===== config.mk =====
export PLATFORM = sky130hd
export DESIGN_NAME = rst_seq_ctrl
export DESIGN_NICKNAME = d
export VERILOG_FILES = /design/src/rtl/rst_seq_ctrl.sv
export SDC_FILE = /design/constraint.sdc
export NUM_CORES = 1
export LEC_CHECK = 0
export ABC_AREA = 1
export CAP_MARGIN = 5
export CORE_MARGIN = 3
export CORE_UTILIZATION = 40
export DETAILED_ROUTE_END_ITERATION = 6
export GPL_TIMING_DRIVEN = 1
export PLACE_DENSITY = 0.61
export SETUP_SLACK_MARGIN = 0.3
export SYNTH_ARGS = -nofsm -noshare
export SYNTH_HDL_FRONTEND = slang
export SYNTH_SLANG_ARGS = --single-unit
export TNS_END_PERCENT = 10

===== constraint.sdc =====
create_clock -name clk_i -period 2.8 [get_ports clk_i]
set_clock_uncertainty 0.05 [all_clocks]
set_input_delay 0.56 -clock clk_i [delete_from_list [all_inputs] [get_ports clk_i]]
set_output_delay 0.56 -clock clk_i [all_outputs]
set_load 0.03 [all_outputs]

===== src/rtl/rst_seq_ctrl.sv =====
// rst_seq_ctrl: staggered board reset sequencer driven by PLL lock, DDR calibration and soft requests
module rst_seq_ctrl #(
  parameter int LOCK_STABLE_CYCLES = 1024,
  parameter int DDR_EN             = 1,
  parameter int DDR_RST_CYCLES     = 200,
  parameter int CALIB_TIMEOUT      = 1048576,
  parameter int HOLD_CYCLES        = 100,
  parameter int STAGGER_CYCLES     = 16
) (
  input  logic       clk_i,
  input  logic       rst_i,
  input  logic       pll_locked_i,
  input  logic       ddr_calib_done_i,
  input  logic       soft_rst_req_i,
  output logic       rst_sys_o,
  output logic       ddr_rst_o,
  output logic       ftdi_rst_n_o,
  output logic       dpti_rst_o,
  output logic       uart_rst_o,
  output logic       ready_o,
  output logic       fault_o,
  output logic [2:0] state_o
);
  localparam logic [2:0] S_RESET      = 3'd0;
  localparam logic [2:0] S_WAIT_LOCK  = 3'd1;
  localparam logic [2:0] S_DDR_RST    = 3'd2;
  localparam logic [2:0] S_WAIT_CALIB = 3'd3;
  localparam logic [2:0] S_HOLD       = 3'd4;
  localparam logic [2:0] S_RELEASE    = 3'd5;
  localparam logic [2:0] S_RUN        = 3'd6;
  localparam logic [2:0] S_FAULT      = 3'd7;
  localparam logic [23:0] LOCK_LAST  = 24'(LOCK_STABLE_CYCLES - 1);
  localparam logic [23:0] DDR_LAST   = 24'(DDR_RST_CYCLES - 1);
  localparam logic [23:0] CALIB_LAST = 24'(CALIB_TIMEOUT - 1);
  localparam logic [23:0] HOLD_LAST  = 24'(HOLD_CYCLES - 1);
  // stagger thresholds are wider than the counter so 3*STAGGER_CYCLES cannot overflow
  localparam logic [25:0] STG1     = 26'(STAGGER_CYCLES);
  localparam logic [25:0] STG2     = 26'(2 * STAGGER_CYCLES);
  localparam logic [25:0] STG_LAST = 26'(3 * STAGGER_CYCLES - 1);
  localparam logic [2:0] S_AFTER_LOCK = (DDR_EN != 0) ? S_DDR_RST : S_HOLD;
  logic [2:0]  state, ns;
  logic [23:0] cnt, ncnt;
  logic        soft_prev, soft_rise, rel, run;
  assign soft_rise = soft_rst_req_i && !soft_prev;
  assign state_o = state;
  // next state: lock loss overrides soft requests, which override normal sequencing
  always_comb begin
    ns = state;
    case (state)
      S_RESET:      ns = S_WAIT_LOCK;
      S_WAIT_LOCK:  ns = (pll_locked_i && cnt == LOCK_LAST) ? S_AFTER_LOCK : state;
      S_DDR_RST:    ns = (cnt == DDR_LAST) ? S_WAIT_CALIB : state;
      S_WAIT_CALIB: ns = ddr_calib_done_i ? S_HOLD : (cnt == CALIB_LAST) ? S_FAULT : state;
      S_HOLD:       ns = (cnt == HOLD_LAST) ? S_RELEASE : state;
      S_RELEASE:    ns = ({2'b00, cnt} == STG_LAST) ? S_RUN : state;
      S_RUN:        ns = soft_rise ? S_HOLD : state;
      default:      ns = soft_rise ? S_AFTER_LOCK : state;
    endcase
    if (!pll_locked_i && state >= S_DDR_RST) ns = S_WAIT_LOCK;
  end
  // counter restarts on every state change and on any low lock sample while waiting for lock
  assign ncnt = (ns != state || (state == S_WAIT_LOCK && !pll_locked_i)) ? '0 : cnt + 24'd1;
  assign rel = ns == S_RELEASE;
  assign run = ns == S_RUN;
  // outputs are registered from next state/count so they line up with state_o
  always_ff @(posedge clk_i) begin
    if (rst_i) begin
      state        <= S_RESET;
      cnt          <= '0;
      soft_prev    <= 1'b0;
      rst_sys_o    <= 1'b1;
      ddr_rst_o    <= 1'b1;
      ftdi_rst_n_o <= 1'b0;
      dpti_rst_o   <= 1'b1;
      uart_rst_o   <= 1'b1;
      ready_o      <= 1'b0;
      fault_o      <= 1'b0;
    end else begin
      state        <= ns;
      cnt          <= ncnt;
      soft_prev    <= soft_rst_req_i;
      rst_sys_o    <= !(rel || run);
      ddr_rst_o    <= (DDR_EN == 0) || (ns inside {S_RESET, S_WAIT_LOCK, S_DDR_RST, S_FAULT});
      ftdi_rst_n_o <= run || (rel && {2'b00, ncnt} >= STG1);
      dpti_rst_o   <= !(run || (rel && {2'b00, ncnt} >= STG2));
      uart_rst_o   <= !run;
      ready_o      <= run;
      fault_o      <= ns == S_FAULT;
    end
  end
endmodule

==> qor.csv, run 1 <==
metric,value,unit
status,"finished, final reports clean",
Net Switching,0.229,mW
DRC Markers,0,
number of fill cells,546,
Layout area overhead,14.8,%
sequential area share after synthesis,0.324,
unrepaired setup endpoints after global routing,true,
Via Count,2066,
most frequent cells in the layout,"nand2_1 (89), nor2_1 (60), inv_1 (39), dfxtp_1 (35), nand3_1 (28)",
Sequential Area,701,um2
internal power,0.721,mW
number of diodes,0,
Worst Hold Class,reg2reg,
Pins Over Slew Limit,0,
TritonCTS buffer count,5,
Synth Area in XOR/XNOR,0.0324,
Placement Cell Area,0.00239,mm2
die area,0.00633,mm2
Yosys top cell area share,0.324,
Detailed Place HPWL,3950,um
DR iter-0 viols,152,
"commonest non-fill, non-tap cell in the layout",nand2_1,
CP Capture Type,flip-flop,
crit path max fanout,23,
largest net degree at the start of global routing,24,
Seq pwr share,0.531,
Synth Area per Inst,6.37,um2
DRT Wirelength,5140,um
Nets,366,
final core occ,0.480,
R2R Path Start,cnt[1],
max cap viols,0,
compound-gate portion of the synthesized area,0.0462,
required time of the critical path,2920,ps
Core Rows,26,
Post-Syn Instances,340,
ranking of synthesized cells by area,"dfxtp_1 (32%), nand2_1 (15%), nor2_1 (11%)",
Power Dens Cells,382,mW/mm2
share of total power in combinational logic,0.076,
synth unique cells,28,
H-tree levels,2,
Clock Sink Count,35,
DR pass1 iterations,4,
CTS root buffer,clkbuf_8,
GRT Overall Usage,0.173,
cts hold-fix bufs,0,
area of the multi-input gates,0.00127,mm2
gp weighted congestion,0.865,
effective utilization at floorplan,0.418,
Highest Clock Rate,0.437,GHz
wire per inst,12.0,um
vias in the first global route,1849,
first-pass GRT wire length,8650,um
Core ar.,0.00517,mm2
Worst-Margin Slew,454,ps
switching share of power,0.241,
synth warn,0,
Placed Cells,422,
Setup-failing EPs final,0,
CTS Buffer Depth,2,
mux cell area share after synthesis,0,
IO Pins,15,
critical path class,reg2reg,
crit start category,flip-flop,
Yosys top cell by area,dfxtp_1,
final instance area,0.00248,mm2
Setup TNS Final,0,ps
slew margin rel.,0.695,
port bufs,14,
share of cells above drive strength 1,0.139,
CTS tree,built,
CTS resizes,0,
grt ovf,0,
VDD IR max,0.181,mV
width of the chip,79.6,um
Clk pwr share,0.393,
"Hold Vio Cnt, Final",0,
crit path from,cnt[1],
clk_lat worst skew,290,ps
post-route ant nets,0,
cell area after synthesis,0.00216,mm2
setup bufs post-CTS,0,
#FFs+latches synth,35,
worst hold start,cnt[20],
LEAKAGE,1.01,nW
via/cell ratio,4.82,
Synth Area in Adders,0.0116,
initial antenna violation count,0,
final worst path period share,0.818,
CP arrival,2410,ps
min cycle time layout,2290,ps
main combinational cell family by area after synthesis,simple AND/OR/NAND/NOR gates,
Finished Layout Cells,429,
simple-gate share of the synthesized area,0.494,
Clock Pin Slew Worst Setup and Hold Paths,60,ps
die span in y,79.6,um
net count after synthesis,347,
through the flow:
step                      power (mW)  setup slack, ps  hold slack, ps
after floorplan                0.566              719             427
after global placement         0.587              299             478
after detailed placement       0.588              235             495
after CTS                      0.963              355             506
after global routing           0.989              295             530
final                          0.950              509             502
logic make-up after synthesis:
group	count (synthesis)
flip-flops	35
adder cells (fa/ha/maj)	2
AND/OR/NAND/NOR	233
XOR/XNOR	8
buffers and inverters	48
AO/OA/AOI/OAI	14
layout make-up:
class,instances,share of cell area
multi-input combinational,257,0.513
sequential,35,0.282
inverter,44,0.0670
clock inverter,1,0.00201
tap,70,0.0352
clock buffer,6,0.0332
timing repair buffer,16,0.0675
routing by layer:
metal / vias up / global-route usage / wire length [um] / part of all wire
li1: 1101 / - / - / -
met3: 9 / 0.0372 / 209 / 0.041
met2: 40 / 0.235 / 2060 / 0.40
met5: - / 0 / 0 / 0
met4: 0 / 0.0670 / 106 / 0.021
met1: 916 / 0.261 / 2760 / 0.54
state kept, by name, summed over array words and instances, names as in the netlist:
| name | cells |
|---|---|
| cnt | 24 |
| ddr_rst_o | 1 |
| dpti_rst_o | 1 |
| fault_o | 1 |
| ftdi_rst_n_o | 1 |
| ready_o | 1 |
| rst_sys_o | 1 |
| soft_prev | 1 |
| state_o | 3 |
| uart_rst_o | 1 |
synth_stat cells (all sizes together):
library cell,n
a21o,1
nand2,94
nor3b,1
clkinv,1
nor4,1
o211ai,1
buf,4
inv,43
ha,2
dfxtp,35
xor2,8
nand3b,2
a21oi,4
nor2,85
o21ai,4
nand3,32
nand4,9
a21boi,1
o21bai,3
nor3,9
worst paths after layout:
| kind | to | slack [ps] | cells past startpoint |
|---|---|---|---|
| hold / removal | cnt[20] | 500 | 2 |
| hold reg to reg | cnt[20] | 500 | 2 |
| setup / recovery | cnt[2] | 510 | 15 |
| setup reg to reg | cnt[2] | 510 | 15 |
power groups by stage:
stage / clock network, mW / logic [mW] / registers, mW
after floorplan: 0 / 0.0468 / 0.519
after global placement: 0 / 0.0707 / 0.516
after detailed placement: 0 / 0.0719 / 0.516
after CTS: 0.386 / 0.0726 / 0.504
after global routing: 0.404 / 0.0794 / 0.505
final: 0.373 / 0.0724 / 0.505
critical path: stages (launching register included):
cell and delay (ps):
dfxtp_1 350, ha_1 190, nand2_1 100, nor2_4 170, nand2_2 120, nor2_2 230, nand3b_1 170, nand2_1 120
nand3_1 70, nand2_1 100, inv_1 60, nand3_2 70, nor2_4 50, nand2_2 70, buf_12 200, nor3b_1 70
(Power assumes the default switching activity.)
==> run 2: changes to the inputs <==
Clock period 2.8 ns to 2.25 ns, I/O delays scaled along.
==> run 2 against run 1 <==
Effect of this change:
- total power up 33%
- worst hold slack better by 25 ps
- maximum frequency up 8.3%
- sequential power up 25%
- setup slack worse by 370 ps
- sequential share of layout area down 4.2 points
- global-route usage up 1.4 points
- routed wire length up 8.1%
- critical endpoint is now cnt[0]
- largest cell class unchanged
- largest power group unchanged
==> qor.csv, run 2 (synthesized netlist as in run 1, its figures left out) <==
metric,value,unit,change
worst hold stages,2,,unchanged
final worst path period share,0.940,,+0.122
wire per inst,12.0,um,+0.13%
final worst setup slack,134,ps,-375 ps
final instance area,0.00299,mm2,+20%
Clock Sink Count,35,,unchanged
max cap viols,0,,unchanged
slowest CP cell,dfxtp_1,,
GRT Overall Usage,0.188,,+0.0143
Place WS,-155,ps,-391 ps
Clock Pin Slew Worst Setup and Hold Paths,70,ps,about the same
first-pass GRT wire length,9290,um,+7.4%
unrepaired setup endpoints after global routing,true,,
Core ar.,0.00517,mm2,unchanged
total chip power,1.27,mW,+33%
H-tree levels,2,,unchanged
LEAKAGE,1.28,nW,+27%
Highest Clock Rate,0.473,GHz,+8.3%
status,"finished, final reports clean",,
FF-to-FF setup slack,130,ps,-370 ps
effective utilization at floorplan,0.418,,unchanged
CTS Buffer Depth,2,,unchanged
VDD IR max,0.264,mV,+46%
R2R Path Start,cnt[15],,
critical path class,reg2reg,,
clk_lat worst skew,290,ps,about the same
Worst-Margin Slew,328,ps,-127 ps
most frequent cells in the layout,"nand2_1 (79), nor2_1 (46), inv_1 (39), nor2_2 (30), buf_4 (29)",,
Layout area overhead,38.1,%,
Worst path max stage delay,350,ps,about the same
Worst Hold Class,reg2reg,,
width of the chip,79.6,um,unchanged
min cycle time layout,2120,ps,-175 ps
initial antenna violation count,0,,unchanged
DRT Wirelength,5560,um,+8.1%
IO Pins,15,,unchanged
DR pass1 iterations,4,,unchanged
Placement Cell Area,0.00259,mm2,+8.7%
Core Rows,26,,unchanged
Nets,399,,+9.0%
worst hold start,cnt[20],,
"Hold Vio Cnt, Final",0,,unchanged
CP arrival,2290,ps,-120 ps
Via Count,2209,,+6.9%
DRC Markers,0,,unchanged
number of fill cells,496,,-9.2%
slew margin rel.,0.781,,+0.0864
Reg2Reg Depth,15,,unchanged
Largest Register,cnt,,
grt ovf,0,,unchanged
"commonest non-fill, non-tap cell in the layout",nand2_1,,
vias in the first global route,2052,,+11%
"Critical Path, Cell by Cell",buf_4 > nor2_1 > nand2_1 > nor2_2 > nand2_1 > inv_2 > nand3_1 > nand3_2 > nand2_2 > nand2_2 > nand3_2 > nor2_4 > nand2_4 > buf_12 > nor2_4,,
area of the multi-input gates,0.00148,mm2,+16%
required time of the critical path,2420,ps,-500 ps
die span in y,79.6,um,unchanged
cts hold-fix bufs,0,,unchanged
gp weighted congestion,0.850,,-1.7%
CP Capture Type,flip-flop,,
Setup-failing EPs final,0,,unchanged
die area,0.00633,mm2,unchanged
CTS tree,built,,
crit start category,flip-flop,,
Pins Over Slew Limit,0,,unchanged
Power Dens Cells,423,mW/mm2,+11%
DR iter-0 viols,99,,-35%
number of diodes,0,,unchanged
largest net degree at the start of global routing,11,,-54%
TritonCTS buffer count,5,,unchanged
post-route ant nets,0,,unchanged
via/cell ratio,4.77,,-0.93%
Hold EP,cnt[20],,
share of cells above drive strength 1,0.344,,+0.204
Largest register FFs,24,,unchanged
port bufs,14,,unchanged
CTS root buffer,clkbuf_8,,
Detailed Place HPWL,4230,um,+7.0%
final core occ,0.578,,+0.0975
reg2reg end,cnt[0],,
Sequential Area,717,um2,+2.3%
crit path max fanout,9,,-61%
crit path from,cnt[15],,
## run 2: cell count changes in the layout (fill, tap and decap cells not counted), moves of 6 or more
cell     before  now
nor2_4        3    9
nor2_1       60   46
nand2_1      89   79
nand3_1      28   21
nor2_2       22   30
dfxtp_1      35   22
nand3_2       3    9
nand2_2       5   11
buf_4         1   29
dfxtp_2       0   13
## run 2: layout make-up
class,count,area share
inverters,44,0.0569
multi-input cells,257,0.494
clock buffers,8,0.0335
repair buffers,49,0.147
well taps,70,0.0293
flip-flops and latches,35,0.240
## run 2: how the worst max path moves through the flow
stage                               to  depth (start not counted)
after CTS                   dpti_rst_o                         16
final                           cnt[0]                         15
after global routing      ftdi_rst_n_o                         15
after global placement          cnt[8]                         12
after floorplan                 cnt[8]                         14
after detailed placement        cnt[8]                         12
## run 2: metrics by stage
| stage | hold WS (ps) | TNS, ps | cells |
|---|---|---|---|
| CTS | 511 | 0 | 461 |
| global placement | 473 | -1590 | 448 |
| global route | 560 | 0 | 463 |
| floorplan | 396 | 0 | 340 |
| detailed placement | 478 | -2760 | 448 |
| finish | 527 | 0 | 463 |
## run 2: critical path: cells and delay by family, from the launching register on
| family | cells | cell delay [ps] |
|---|---|---|
| and+or+nand+nor | 12 | 1240 |
| DFF | 1 | 350 |
| buffers and inverters | 3 | 400 |
## run 2: power by group
part	switching, mW	leakage, nW	total (mW)	internal [mW]
logic	0.0681	0.939	0.123	0.0545
clock network	0.233	0.0515	0.513	0.280
registers	0.00539	0.289	0.630	0.625
## run 2: routing by layer
layer,track usage,routed length [um],vias to the layer above
li1,-,-,1170
met1,0.262,2780,1001
met2,0.289,2500,34
met3,0.0440,242,4
met4,0.0481,42,0
met5,0,0,-
## run 2: timing repair
item,CTS,global route
setup buffers,5,2
setup endpoints to repair,29,33
gates resized for setup,36,36
pin swaps,20,17
